## src/rtl/sprite_pkg.sv

```systemverilog
// Shared constants, attribute layout, FSM state encoding and helpers for the
// scanline sprite engine.
package sprite_pkg;

  localparam int unsigned NUM_SPRITES = 16;
  localparam int unsigned SPR_SIZE    = 16;
  localparam int unsigned H_ACTIVE    = 640;
  localparam int unsigned V_LAST      = 524;

  localparam int unsigned IDX_W   = 4;
  localparam int unsigned ATTR_W  = 32;
  localparam int unsigned LINE_W  = 10;
  localparam int unsigned ROM_AW  = 14;
  localparam int unsigned PIX_W   = 16;
  localparam int unsigned DRAW_AW = 10;
  localparam int unsigned SUM_W   = 11;

  localparam int unsigned ATTR_X_LSB     = 0;
  localparam int unsigned ATTR_X_W       = 10;
  localparam int unsigned ATTR_Y_LSB     = 10;
  localparam int unsigned ATTR_Y_W       = 9;
  localparam int unsigned ATTR_FRAME_LSB = 19;
  localparam int unsigned ATTR_FRAME_W   = 6;
  localparam int unsigned ATTR_FLIP_BIT  = 25;
  localparam int unsigned ATTR_RSVD_LSB  = 26;
  localparam int unsigned ATTR_RSVD_W    = 5;
  localparam int unsigned ATTR_EN_BIT    = 31;

  localparam int unsigned PIX_TRANSP_BIT = 15;

  typedef enum logic [2:0] {
    IDLE,
    SCAN,
    FETCH,
    DRAIN,
    DONE
  } state_t;

  typedef struct packed {
    logic                    en;
    logic [ATTR_RSVD_W-1:0]  rsvd;
    logic                    flip_h;
    logic [ATTR_FRAME_W-1:0] frame;
    logic [ATTR_Y_W-1:0]     y;
    logic [ATTR_X_W-1:0]     x;
  } sprite_attr_t;

  // Unpack a CPU attribute word into its fields.
  function automatic sprite_attr_t attr_from_word(input logic [ATTR_W-1:0] w);
    sprite_attr_t a;
    a.en     = w[ATTR_EN_BIT];
    a.rsvd   = w[ATTR_RSVD_LSB +: ATTR_RSVD_W];
    a.flip_h = w[ATTR_FLIP_BIT];
    a.frame  = w[ATTR_FRAME_LSB +: ATTR_FRAME_W];
    a.y      = w[ATTR_Y_LSB +: ATTR_Y_W];
    a.x      = w[ATTR_X_LSB +: ATTR_X_W];
    return a;
  endfunction

endpackage

```

## src/rtl/sprite_attr_table.sv

```systemverilog
// Sprite attribute register file: one synchronous write port, one
// combinational read port, all entries cleared (disabled) on reset.
module sprite_attr_table
  import sprite_pkg::*;
#(
  parameter int unsigned ENTRIES = 16
) (
  input  logic              clk,
  input  logic              reset_n,
  input  logic              we,
  input  logic [IDX_W-1:0]  waddr,
  input  logic [ATTR_W-1:0] wdata,
  input  logic [IDX_W-1:0]  raddr,
  output sprite_attr_t      rdata_c
);

  sprite_attr_t mem [ENTRIES];

  always_ff @(posedge clk or negedge reset_n) begin
    if (!reset_n) begin
      for (int k = 0; k < ENTRIES; k++) begin
        mem[k] <= '0;
      end
    end else if (we && (32'(waddr) < ENTRIES)) begin
      mem[waddr] <= attr_from_word(wdata);
    end
  end

  assign rdata_c = (32'(raddr) < ENTRIES) ? mem[raddr] : '0;

endmodule

```

## src/rtl/sprite_engine.sv

```systemverilog
// Scanline sprite renderer: scans the attribute table for sprites covering
// the next line and streams their opaque pixels into the linebuffer.
module sprite_engine #(
  parameter int unsigned NUM_SPRITES = sprite_pkg::NUM_SPRITES,
  parameter int unsigned SPR_SIZE    = sprite_pkg::SPR_SIZE
) (
  input  logic                          clk,
  input  logic                          reset_n,
  input  logic                          attr_we,
  input  logic [sprite_pkg::IDX_W-1:0]  attr_addr,
  input  logic [sprite_pkg::ATTR_W-1:0] attr_wdata,
  input  logic                          sprite_start,
  input  logic [sprite_pkg::LINE_W-1:0] vcount,
  output logic                          sprite_done,
  output logic [sprite_pkg::ROM_AW-1:0] rom_addr,
  input  logic [sprite_pkg::PIX_W-1:0]  rom_q,
  output logic [sprite_pkg::DRAW_AW-1:0] addr_pixel_draw,
  output logic [sprite_pkg::PIX_W-1:0]  data_pixel_draw,
  output logic                          wren_pixel_draw
);

  import sprite_pkg::*;

  localparam int unsigned CNT_W = $clog2(SPR_SIZE) + 1;

  state_t                  state;
  logic [IDX_W-1:0]        idx;
  logic [LINE_W-1:0]       line;
  logic [ATTR_X_W-1:0]     cur_x;
  logic [ATTR_FRAME_W-1:0] cur_frame;
  logic                    cur_flip;
  logic [3:0]              row;
  logic [CNT_W-1:0]        col_cnt;
  logic                    pend_valid;
  logic [SUM_W-1:0]        pend_col;

  sprite_attr_t      entry_c;
  logic [SUM_W-1:0]  dy_c;
  logic              hit_c;
  logic              last_c;
  logic [LINE_W-1:0] next_line_c;
  logic [3:0]        col_c;
  logic [3:0]        first_col_c;
  logic              unused_rsvd;

  sprite_attr_table #(
    .ENTRIES (NUM_SPRITES)
  ) u_table (
    .clk     (clk),
    .reset_n (reset_n),
    .we      (attr_we),
    .waddr   (attr_addr),
    .wdata   (attr_wdata),
    .raddr   (idx),
    .rdata_c (entry_c)
  );

  assign unused_rsvd = ^entry_c.rsvd;

  // Hit test uses an 11-bit difference so a sprite below the line borrows
  // into the sign bit instead of wrapping into range.
  always_comb begin
    next_line_c = (vcount >= LINE_W'(V_LAST)) ? '0 : vcount + LINE_W'(1);
    dy_c        = SUM_W'(line) - SUM_W'(entry_c.y);
    hit_c       = entry_c.en && !dy_c[SUM_W-1] && (dy_c < SUM_W'(SPR_SIZE));
    last_c      = (idx == IDX_W'(NUM_SPRITES - 1));
    first_col_c = entry_c.flip_h ? 4'(SPR_SIZE - 1) : 4'd0;
    col_c       = 4'(col_cnt);
    if (cur_flip) begin
      col_c = 4'(SPR_SIZE - 1) - 4'(col_cnt);
    end
  end

  always_ff @(posedge clk or negedge reset_n) begin
    if (!reset_n) begin
      state           <= IDLE;
      idx             <= '0;
      line            <= '0;
      cur_x           <= '0;
      cur_frame       <= '0;
      cur_flip        <= 1'b0;
      row             <= '0;
      col_cnt         <= '0;
      pend_valid      <= 1'b0;
      pend_col        <= '0;
      sprite_done     <= 1'b0;
      rom_addr        <= '0;
      wren_pixel_draw <= 1'b0;
      addr_pixel_draw <= '0;
      data_pixel_draw <= '0;
    end else begin
      // Write stage: ROM data for the previous read lands in the linebuffer.
      wren_pixel_draw <= 1'b0;
      if (pend_valid && !sprite_start) begin
        wren_pixel_draw <= !rom_q[PIX_TRANSP_BIT] && (pend_col < SUM_W'(H_ACTIVE));
        addr_pixel_draw <= pend_col[DRAW_AW-1:0];
        data_pixel_draw <= rom_q;
      end

      if (sprite_start) begin
        state       <= SCAN;
        idx         <= '0;
        line        <= next_line_c;
        sprite_done <= 1'b0;
        pend_valid  <= 1'b0;
      end else begin
        case (state)
          SCAN: begin
            cur_x     <= entry_c.x;
            cur_frame <= entry_c.frame;
            cur_flip  <= entry_c.flip_h;
            if (hit_c) begin
              state      <= FETCH;
              row        <= dy_c[3:0];
              rom_addr   <= {entry_c.frame, dy_c[3:0], first_col_c};
              pend_valid <= 1'b1;
              pend_col   <= SUM_W'(entry_c.x);
              col_cnt    <= CNT_W'(1);
            end else if (last_c) begin
              state       <= DONE;
              sprite_done <= 1'b1;
            end else begin
              idx <= idx + IDX_W'(1);
            end
          end
          FETCH: begin
            if (col_cnt == CNT_W'(SPR_SIZE)) begin
              state      <= DRAIN;
              pend_valid <= 1'b0;
            end else begin
              rom_addr <= {cur_frame, row, col_c};
              pend_col <= SUM_W'(cur_x) + SUM_W'(col_cnt);
              col_cnt  <= col_cnt + CNT_W'(1);
            end
          end
          DRAIN: begin
            if (last_c) begin
              state       <= DONE;
              sprite_done <= 1'b1;
            end else begin
              state <= SCAN;
              idx   <= idx + IDX_W'(1);
            end
          end
          default: ;
        endcase
      end
    end
  end

endmodule

```

## config.mk

```make
export PLATFORM = sky130hd
export DESIGN_NAME = sprite_engine
export DESIGN_NICKNAME = d
export VERILOG_FILES = /design/src/rtl/sprite_pkg.sv /design/src/rtl/sprite_attr_table.sv /design/src/rtl/sprite_engine.sv
export SDC_FILE = /design/constraint.sdc
export NUM_CORES = 1
export LEC_CHECK = 0
export BUFFER_PORTS_ARGS = -buffer_cell sky130_fd_sc_hd__buf_2
export CORE_MARGIN = 2
export CORE_UTILIZATION = 55
export CTS_BUF_LIST = sky130_fd_sc_hd__clkbuf_2
export CTS_CLUSTER_DIAMETER = 150
export DETAILED_ROUTE_END_ITERATION = 10
export HOLD_SLACK_MARGIN = 0.03
export PLACE_DENSITY = 0.83
export SLEW_MARGIN = 30
export SYNTH_ARGS = -nofsm -noshare
export SYNTH_HDL_FRONTEND = slang
export SYNTH_HIERARCHICAL = 1
export SYNTH_SLANG_ARGS = --single-unit
```

## constraint.sdc

```tcl
create_clock -name clk -period 4.8 [get_ports clk]
set_input_delay 0.96 -clock clk [delete_from_list [all_inputs] [get_ports clk]]
set_output_delay 0.96 -clock clk [all_outputs]
set_load 0.005 [all_outputs]
```

Word level (Yosys, flattened, before mapping)
Cells that the tools add are included.
{ "classes": {"addsub": 6, "bitwise_logic": 3, "magnitude_cmp": 6, "mux": 37, "n_reduce_logical": 18, "eq_ne": 11} }
{ "ops": {"columns": ["operator", "n"], "rows": [
  ["$bwmux W512", 1],
  ["$bmux W32 S4", 1],
  ["$demux W32 S4", 1],
  ["$mux W32", 3],
  ["$mux W14", 2],
  ["$pmux W14 S2", 1],
  ["$mux W11", 2],
  ["$pmux W11 S2", 1],
  ["$mux W4", 5],
  ["$mux W3", 5],
  ["$add A10 B5 Y11", 1],
  ["$lt A11 B10 Y1 const B", 1],
  ["$lt A11 B5 Y1 const B", 1],
  ["$sub A10 B9 Y11", 1],
  ["$add A10 B1 Y10 const B", 1],
  ["$ge A10 B10 Y1 const B", 1],
  ["$ge A5 B5 Y1 const B", 2],
  ["$mux W10", 1],
  ["$mux W5", 2],
  ["$not A4 Y5", 2],
  ["$pmux W5 S2", 1],
  ["$ne A3 B3 Y1 const B", 3],
  ["$pmux W3 S3", 1],
  ["$reduce_and A3 Y1", 3],
  ["21 further kinds", 38]
]} }
{ "word_totals": {"register_bits": 609} }

Depth between registers and ports, before layout
Gate-level depths: netlist (run 1).
{ "logic_depth": {"word_depth": 11, "depth_mapped": 16, "mapped_depth_nobuf": 12} }

Modules after synthesis
The synthesis (run 1) kept the hierarchy.
{ "modules_own_cells": {"columns": ["module", "area_each_um2", "instances", "cells_each", "seq_area_each_um2"], "rows": [
  ["sprite_attr_table", 22774.3, 1, 1404, 12812.3],
  ["sprite_engine", 5126.2, 1, 480, 2427.3]
]} }

Least setup slack after synthesis (run 1)
OpenSTA, ideal clock, no wires.
{ "synth_timing": {"kind": "reg-to-reg", "startpoint": "register idx[0]", "endpoint": "register col_cnt[3]", "period_less_slack_ns": 4.330, "path_buffers": 3, "setup_ns": 0.126, "path_stages_with_launch": 16, "arrival_ns": 4.204, "slack_ns": 0.470, "path_cell_list": "dfrtp_1 > buf_2 > buf_2 > mux4_2 > a22oi_1 > nand2_1 > ha_1 > fa_1 > nor2b_1 > o31a_1 > o22ai_2 > xnor2_1 > nor4_4 > nor2_4 > buf_6 > a221o_1"} }
{ "synth_rtl": {"columns": ["element", "line_no", "rtl"], "rows": [
  ["start, declared", "sprite_engine.sv:27", "logic [IDX_W-1:0] idx;"],
  ["start signal, assigned", "sprite_engine.sv:123", "idx <= idx + IDX_W'(1);"],
  ["start signal, assigned", "sprite_engine.sv:142", "idx <= idx + IDX_W'(1);"],
  ["end signal, assigned", "sprite_engine.sv:133", "col_cnt <= col_cnt + CNT_W'(1);"],
  ["end, declared", "sprite_engine.sv:33", "logic [CNT_W-1:0] col_cnt;"]
]} }

==> metrics, run 1 <==
status finished clean; routed wire length 58.06 mm; warnings from Yosys 6; drt via density 6.061; maximum VDD drop 0.2530 mV; initial core utilization 0.5550; sw frac 0.2939; number of top-level pins 108; clock buffer count from CTS 133; via count 15210; Psw 3475 µW; CTS tree yes; Netlist Area Pre-Place ~0.024 mm²; # DRC 0; Detailed Routing Iterations Pass 1 6; gr ovfl total 0; hpwl dp 35.64 mm; top layer in use met5; Slew Limit Fails 0; Largest delay share family, worst path simple AND/OR/NAND/NOR gates; actual slew at the worst max-slew pin around 1.0 ns; Core ar. ~0.044 mm²; GP Congestion roughly 0.80; Max transition margin 0.3163; WP data required 5.77 ns; CP Max Fanout 14; Pwr Total 11820 µW; H-Tree Depth 4; WP data arrival 5.44 ns; Int Pwr 8347 µW; critical path class reg -> reg; Iteration-0 DRC Markers 1199; Max Clock Skew 0.1081 ns; Final Hold Fails 0; RSZ-0062 raised after global routing false; PortBufs around 100; GR Util All Layers 0.2565; slowest stage delay, CP approximately 0.64 ns; root buf cell clkbuf_2; Synth Net Count 1771; post-synthesis cell count around 1700; HP Class in -> reg; Max-cap violations 0; clock share of power 0.268; wire per inst 23.13 µm; Routed met2 length 26.56 mm; area grow syn2layout 10.43%; Rows 77; antenna-violating nets left 0; Final period util 0.9309; clock slew at reported path FFs 0.11 ns; worst hold slack 0.1740 ns; vias in the first global route approximately 16000; die height 214.8 µm; initial antenna violation count 7; Layout Utilization 0.6129; kind of start point of the critical path flop; critical path capture point type flop; syn_area_per_cell approximately 15 µm²; clock latency on the worst-skew pair 1.12 ns; Sum Neg Setup Slack 0 ns; Buf/Inv on CP 1; final net count approximately 1900; CP max-delay cell dfrtp_4; routed wl met3 5.084 mm; CP cell instances clkbuf_16 > mux4_2 > a22oi_1 > nand2_1 > fa_1 > nor2b_1 > o2111ai_1 > and3_1 > o22ai_1 > nor4_4 > nor2_2 > mux2_2; combinational fraction of design power 0.229; clk sink count 529; Final setup violation count 0; die width about 210 µm; max frequency ~220 MHz; share of layout cells above drive strength 1 0.5136; Die ar. 0.04613 mm²; first-pass GRT wire length between 90 and 100 mm; PD cells 438.1 mW/mm²; sequential share of power 0.503; P_leak 0.01211 µW; post-layout min period 4.468 ns; M1 WL 24.96 mm; largest net degree at the start of global routing 117; Max clock buf depth 3
==> metal layers <==
metal / global-route usage / up-vias
met5: 0 / -
met1: 0.3555 / 7921
li1: - / 6542
met2: 0.3868 / 621
met4: 0.09676 / 10
met3: 0.07516 / 119
==> layout by cell type, fill, tap and decap left out, types with 11 or more instances in the layout <==
| cell type | n |
|---|---|
| ha_1 | 19 |
| o22ai_1 | 11 |
| dfrtp_1 | 527 |
| a21oi_1 | 22 |
| mux2_2 | 491 |
| nor2_1 | 18 |
| a22oi_1 | 54 |
| nand2_1 | 75 |
| buf_4 | 45 |
| o21ai_0 | 18 |
| xnor2_1 | 16 |
| clkinv_1 | 15 |
| nand3_1 | 18 |
| inv_1 | 31 |
| clkbuf_2 | 185 |
| buf_2 | 101 |
| mux4_2 | 108 |
==> power by group through the flow <==
stage               registers, µW  logic (µW)  clock network (µW)
floorplan                    5830        2040                   0
global placement             5940        2560                   0
detailed placement           6040        2680                   0
CTS                          5950        2690                3250
global route                 6070        2930                3500
finish                       5950        2700                3170
==> final cells by class <==
| cell class | instances | area (µm²) |
|---|---|---|
| Clock buffer | 185 | 925.9 |
| Clock inverter | 30 | 312.8 |
| Inverter | 31 | 116.4 |
| Multi-Input combinational cell | 979 | 10560 |
| Fill cell | 3289 | 17050 |
| Sequential cell | 529 | 13250 |
| Tap cell | 592 | 740.7 |
| Antenna cell | 2 | 5.005 |
| Timing Repair Buffer | 162 | 1082 |
==> timing repair <==
| action | 4_1_cts | 5_1_grt |
|---|---|---|
| endpoints found under the hold margin | 95 | 0 |
| resized for setup | 0 | 1 |
| setup buffers | 0 | 1 |
| endpoints found under the setup margin | 0 | 22 |
| hold buffers | 8 | 0 |
==> state kept, by name, indices dropped and copies added (netlist names), 4 cells and up <==
signal and cells:
addr_pixel_draw 10, pend_col 11, row 4, data_pixel_draw 16
rom_addr 14, idx 4, u_table/mem 432, cur_x 10
col_cnt 5, line 10, cur_frame 6
==> final timing paths <==
path / from / to / slack (ns) / cells after the start
max reg2reg: idx[0]$_DFFE_PN0P_ / rom_addr[9]$_DFFE_PN0P_ / 0.33 / 12
min: rom_q[9] / data_pixel_draw[9]$_DFFE_PN0P_ / 0.17 / 2
min reg2reg: pend_col[6]$_DFFE_PN0P_ / pend_col[6]$_DFFE_PN0P_ / 0.50 / 1
min in group asynchronous: reset_n / line[8]$_DFFE_PN0P_ / 0.48 / 2
max: idx[0]$_DFFE_PN0P_ / rom_addr[9]$_DFFE_PN0P_ / 0.33 / 12
max in group asynchronous: reset_n / u_table/mem[341]$_DFFE_PN0P_ / 2.99 / 3
==> metrics by stage <==
step | std cells | area, µm² | worst slack [ns]
after floorplan | 1684 | 24430 | 0.5108
after global placement | 2282 | 25590 | 0.2126
after detailed placement | 2282 | 25600 | 0.1427
after CTS | 2505 | 26910 | 0.1503
after global routing | 2509 | 26980 | 0.06679
final | 2510 | 26980 | 0.3316
Note: power is estimated with default switching activity, not from simulation.
==> run 2, diff against run 1 <==
--- a/config.mk
+++ b/config.mk
@@ -16,5 +16,4 @@
 export SLEW_MARGIN = 30
 export SYNTH_ARGS = -nofsm -noshare
 export SYNTH_HDL_FRONTEND = slang
-export SYNTH_HIERARCHICAL = 1
 export SYNTH_SLANG_ARGS = --single-unit
==> run 2 against run 1 <==
Cell area decreased by 0.72%. Highest routed layer unchanged. Die area decreased by 0.65%. Total power decreased by 0.70%. Global-route usage decreased by 1.2 points. Sequential power increased by 0.8%. Sequential share of layout area increased by 0.36 points. Via count decreased by 3.9%. Largest power group unchanged. Worst hold slack got worse by 0.025 ns. Fmax decreased by 1.1%.
==> metrics, run 2 <==
Top reg by flops u_table.mem; PortBufs 102; initial core utilization 0.5598; PD cells 438.2 mW/mm²; clock buffer count from CTS between 100 and 150; actual slew at the worst max-slew pin 1.011 ns; P_leak 0.01212 µW; Largest regs u_table.mem (432), data_pixel_draw (16), rom_addr (14); commonest non-fill, non-tap cells in the layout dfrtp_1, mux2_2, clkbuf_2, mux4_2, buf_2; WP data arrival between 5 and 6 ns; die width 214.1 µm; post-synthesis sequential area ratio 0.5454; Layout Utilization 0.6178; share of layout cells above drive strength 1 0.5432; Sum Neg Setup Slack 0 ns; wire per inst 22.55 µm; Finished Cell Area between 0.02 and 0.03 mm²; Max transition margin 0.3246; ys async rst share 1.000; final net count around 1900; clk sink count between 500 and 600; Die ar. 0.04583 mm²; syn_area_per_cell 15.26 µm²; Final Hold Fails 0; Synth Register Bits 529; kind of start point of the critical path flop; via count ~15000; gr ovfl total 0; area share of the largest cell type after synthesis 0.5454; fillers roughly 3200; Largest register FFs 432; number of top-level pins 108; Psw 3434 µW; Multi-input gate area roughly 0.011 mm²; commonest non-fill, non-tap cell in the layout dfrtp_1; # DRC 0; CP Max Fanout slightly above 40; post-layout min period 4.518 ns; antenna-violating nets left 0; WP data required about 5.7 ns; Placed Area ~0.026 mm²; warnings from Yosys 0; Max clock buf depth 3; Max Clock Skew ~0.073 ns; RSZ-0062 raised after global routing false; initial antenna violation count 4; hpwl dp 32.97 mm; Max-cap violations 0; Int Pwr 8306 µW; post_cts resized 0; critical path class reg -> reg; combinational fraction of design power 0.232; Final period util 0.9413; H-Tree Depth 4; drt via density around 6; FF/Latch Area about 0.013 mm²; Iteration-0 DRC Markers about 1200; top post-synthesis cells by area dfrtp_1, mux2_2, mux4_2; Distinct cells, synth 53; Detailed Routing Iterations Pass 1 5; Pwr Total 11740 µW; first-pass GRT wire length 87.02 mm; clock share of power 0.257; maximum VDD drop just under 0.2 mV; Netlist Area Pre-Place 0.02427 mm²; area leader, netlist dfrtp_1; sequential share of power 0.511; Synth Net Count 1678; Rows 76; max frequency about 220 MHz; HP Class in -> reg; vias in the first global route 15660; Final setup violation count 0; sw frac 0.2925; area grow syn2layout 10.37%; top_reg_cell synth dfrtp_1; GR Util All Layers 0.2450; routed wire length 55.02 mm; root buf cell clkbuf_2; worst hold slack 0.1490 ns; post-synthesis cell count 1591; Slew Limit Fails 0; status finished clean; EDFF count, synth 0; Core ar. 0.04336 mm²; largest net degree at the start of global routing between 100 and 150; cell with the most instances after synthesis dfrtp_1; clock slew at reported path FFs 0.10 ns; GP Congestion between 0.8 and 0.9; CTS tree yes; Synth top cells by count dfrtp_1, mux2_2, mux4_2; critical path capture point type flop; die height 214.1 µm; clock latency on the worst-skew pair 1.08 ns
## run 2: final cells by class
cell class	instances	share of cell area
Clock inverter	24	0.006399
Tap cell	585	0.02732
Multi-Input combinational cell	913	0.3935
Timing Repair Buffer	152	0.03587
Inverter	33	0.004624
Antenna cell	3	0.0002802
Clock buffer	201	0.03755
Sequential cell	529	0.4944
## run 2: timing repair
item	4_1_cts	5_1_grt
setup buffers	0	10
hold buffers	1	0
endpoints found under the hold margin	96	0
endpoints found under the setup margin	0	25
## run 2: critical path, stage by stage, from the launching register on
cell and delay, ns:
dfrtp_4 0.83, mux4_2 0.40, mux4_2 0.52, inv_1 0.08
ha_1 0.31, a21o_1 0.21, a221o_1 0.38, a31oi_1 0.24
xor2_1 0.28, o2111ai_2 0.30, o21ai_4 0.24, buf_12 0.21
mux2_2 0.35
## run 2: path summary, 6_finish.rpt
| kind | from | to | slack, ns | cells past startpoint |
|---|---|---|---|---|
| worst max-delay path | idx[1]$_DFFE_PN0P_ | pend_col[1]$_DFFE_PN0P_ | 0.28 | 12 |
| worst min-delay path | rom_q[14] | data_pixel_draw[14]$_DFFE_PN0P_ | 0.15 | 2 |
| worst max register to register | idx[1]$_DFFE_PN0P_ | pend_col[1]$_DFFE_PN0P_ | 0.28 | 12 |
| worst min register to register | pend_col[3]$_DFFE_PN0P_ | pend_col[3]$_DFFE_PN0P_ | 0.49 | 1 |
| max in group asynchronous | reset_n | u_table.mem[421]$_DFFE_PN0P_ | 3.11 | 3 |
| min in group asynchronous | reset_n | pend_col[8]$_DFFE_PN0P_ | 0.50 | 2 |
## run 2: stage by stage
step	cells	worst slack [ns]
5_1_grt	2438	0.08150
6_report	2440	0.2818
4_1_cts	2427	0.1805
3_5_place_dp	2201	0.2478
3_3_place_gp	2201	0.3418
2_1_floorplan	1591	0.01105
## run 2: kinds of logic after synthesis
kind of cell / Yosys count / share of synthesized area
AOI/OAI and AO/OA: 87 / 0.02325
adders and majority gates: 21 / 0.01144
xor gates and xnor gates: 24 / 0.008660
buffers and inverters: 149 / 0.02443
DFF: 529 / 0.5454
muxes: 643 / 0.3602
and+or+nand+nor: 138 / 0.02665
## run 2: power by group through the flow
| stage | Clock (µW) | Sequential [µW] | Combinational [µW] |
|---|---|---|---|
| after global routing | 3340 | 6110 | 2950 |
| after global placement | 0 | 5970 | 2570 |
| final | 3010 | 6000 | 2730 |
| after floorplan | 0 | 5860 | 2080 |
| after detailed placement | 0 | 6070 | 2700 |
| after CTS | 3100 | 5990 | 2710 |
## run 2: per-layer routing
layer  part of all wire  global-route usage
met4              0.021             0.08495
met2               0.49              0.3907
met3              0.059             0.05050
met1               0.43              0.3390
met5            0.00018                   0
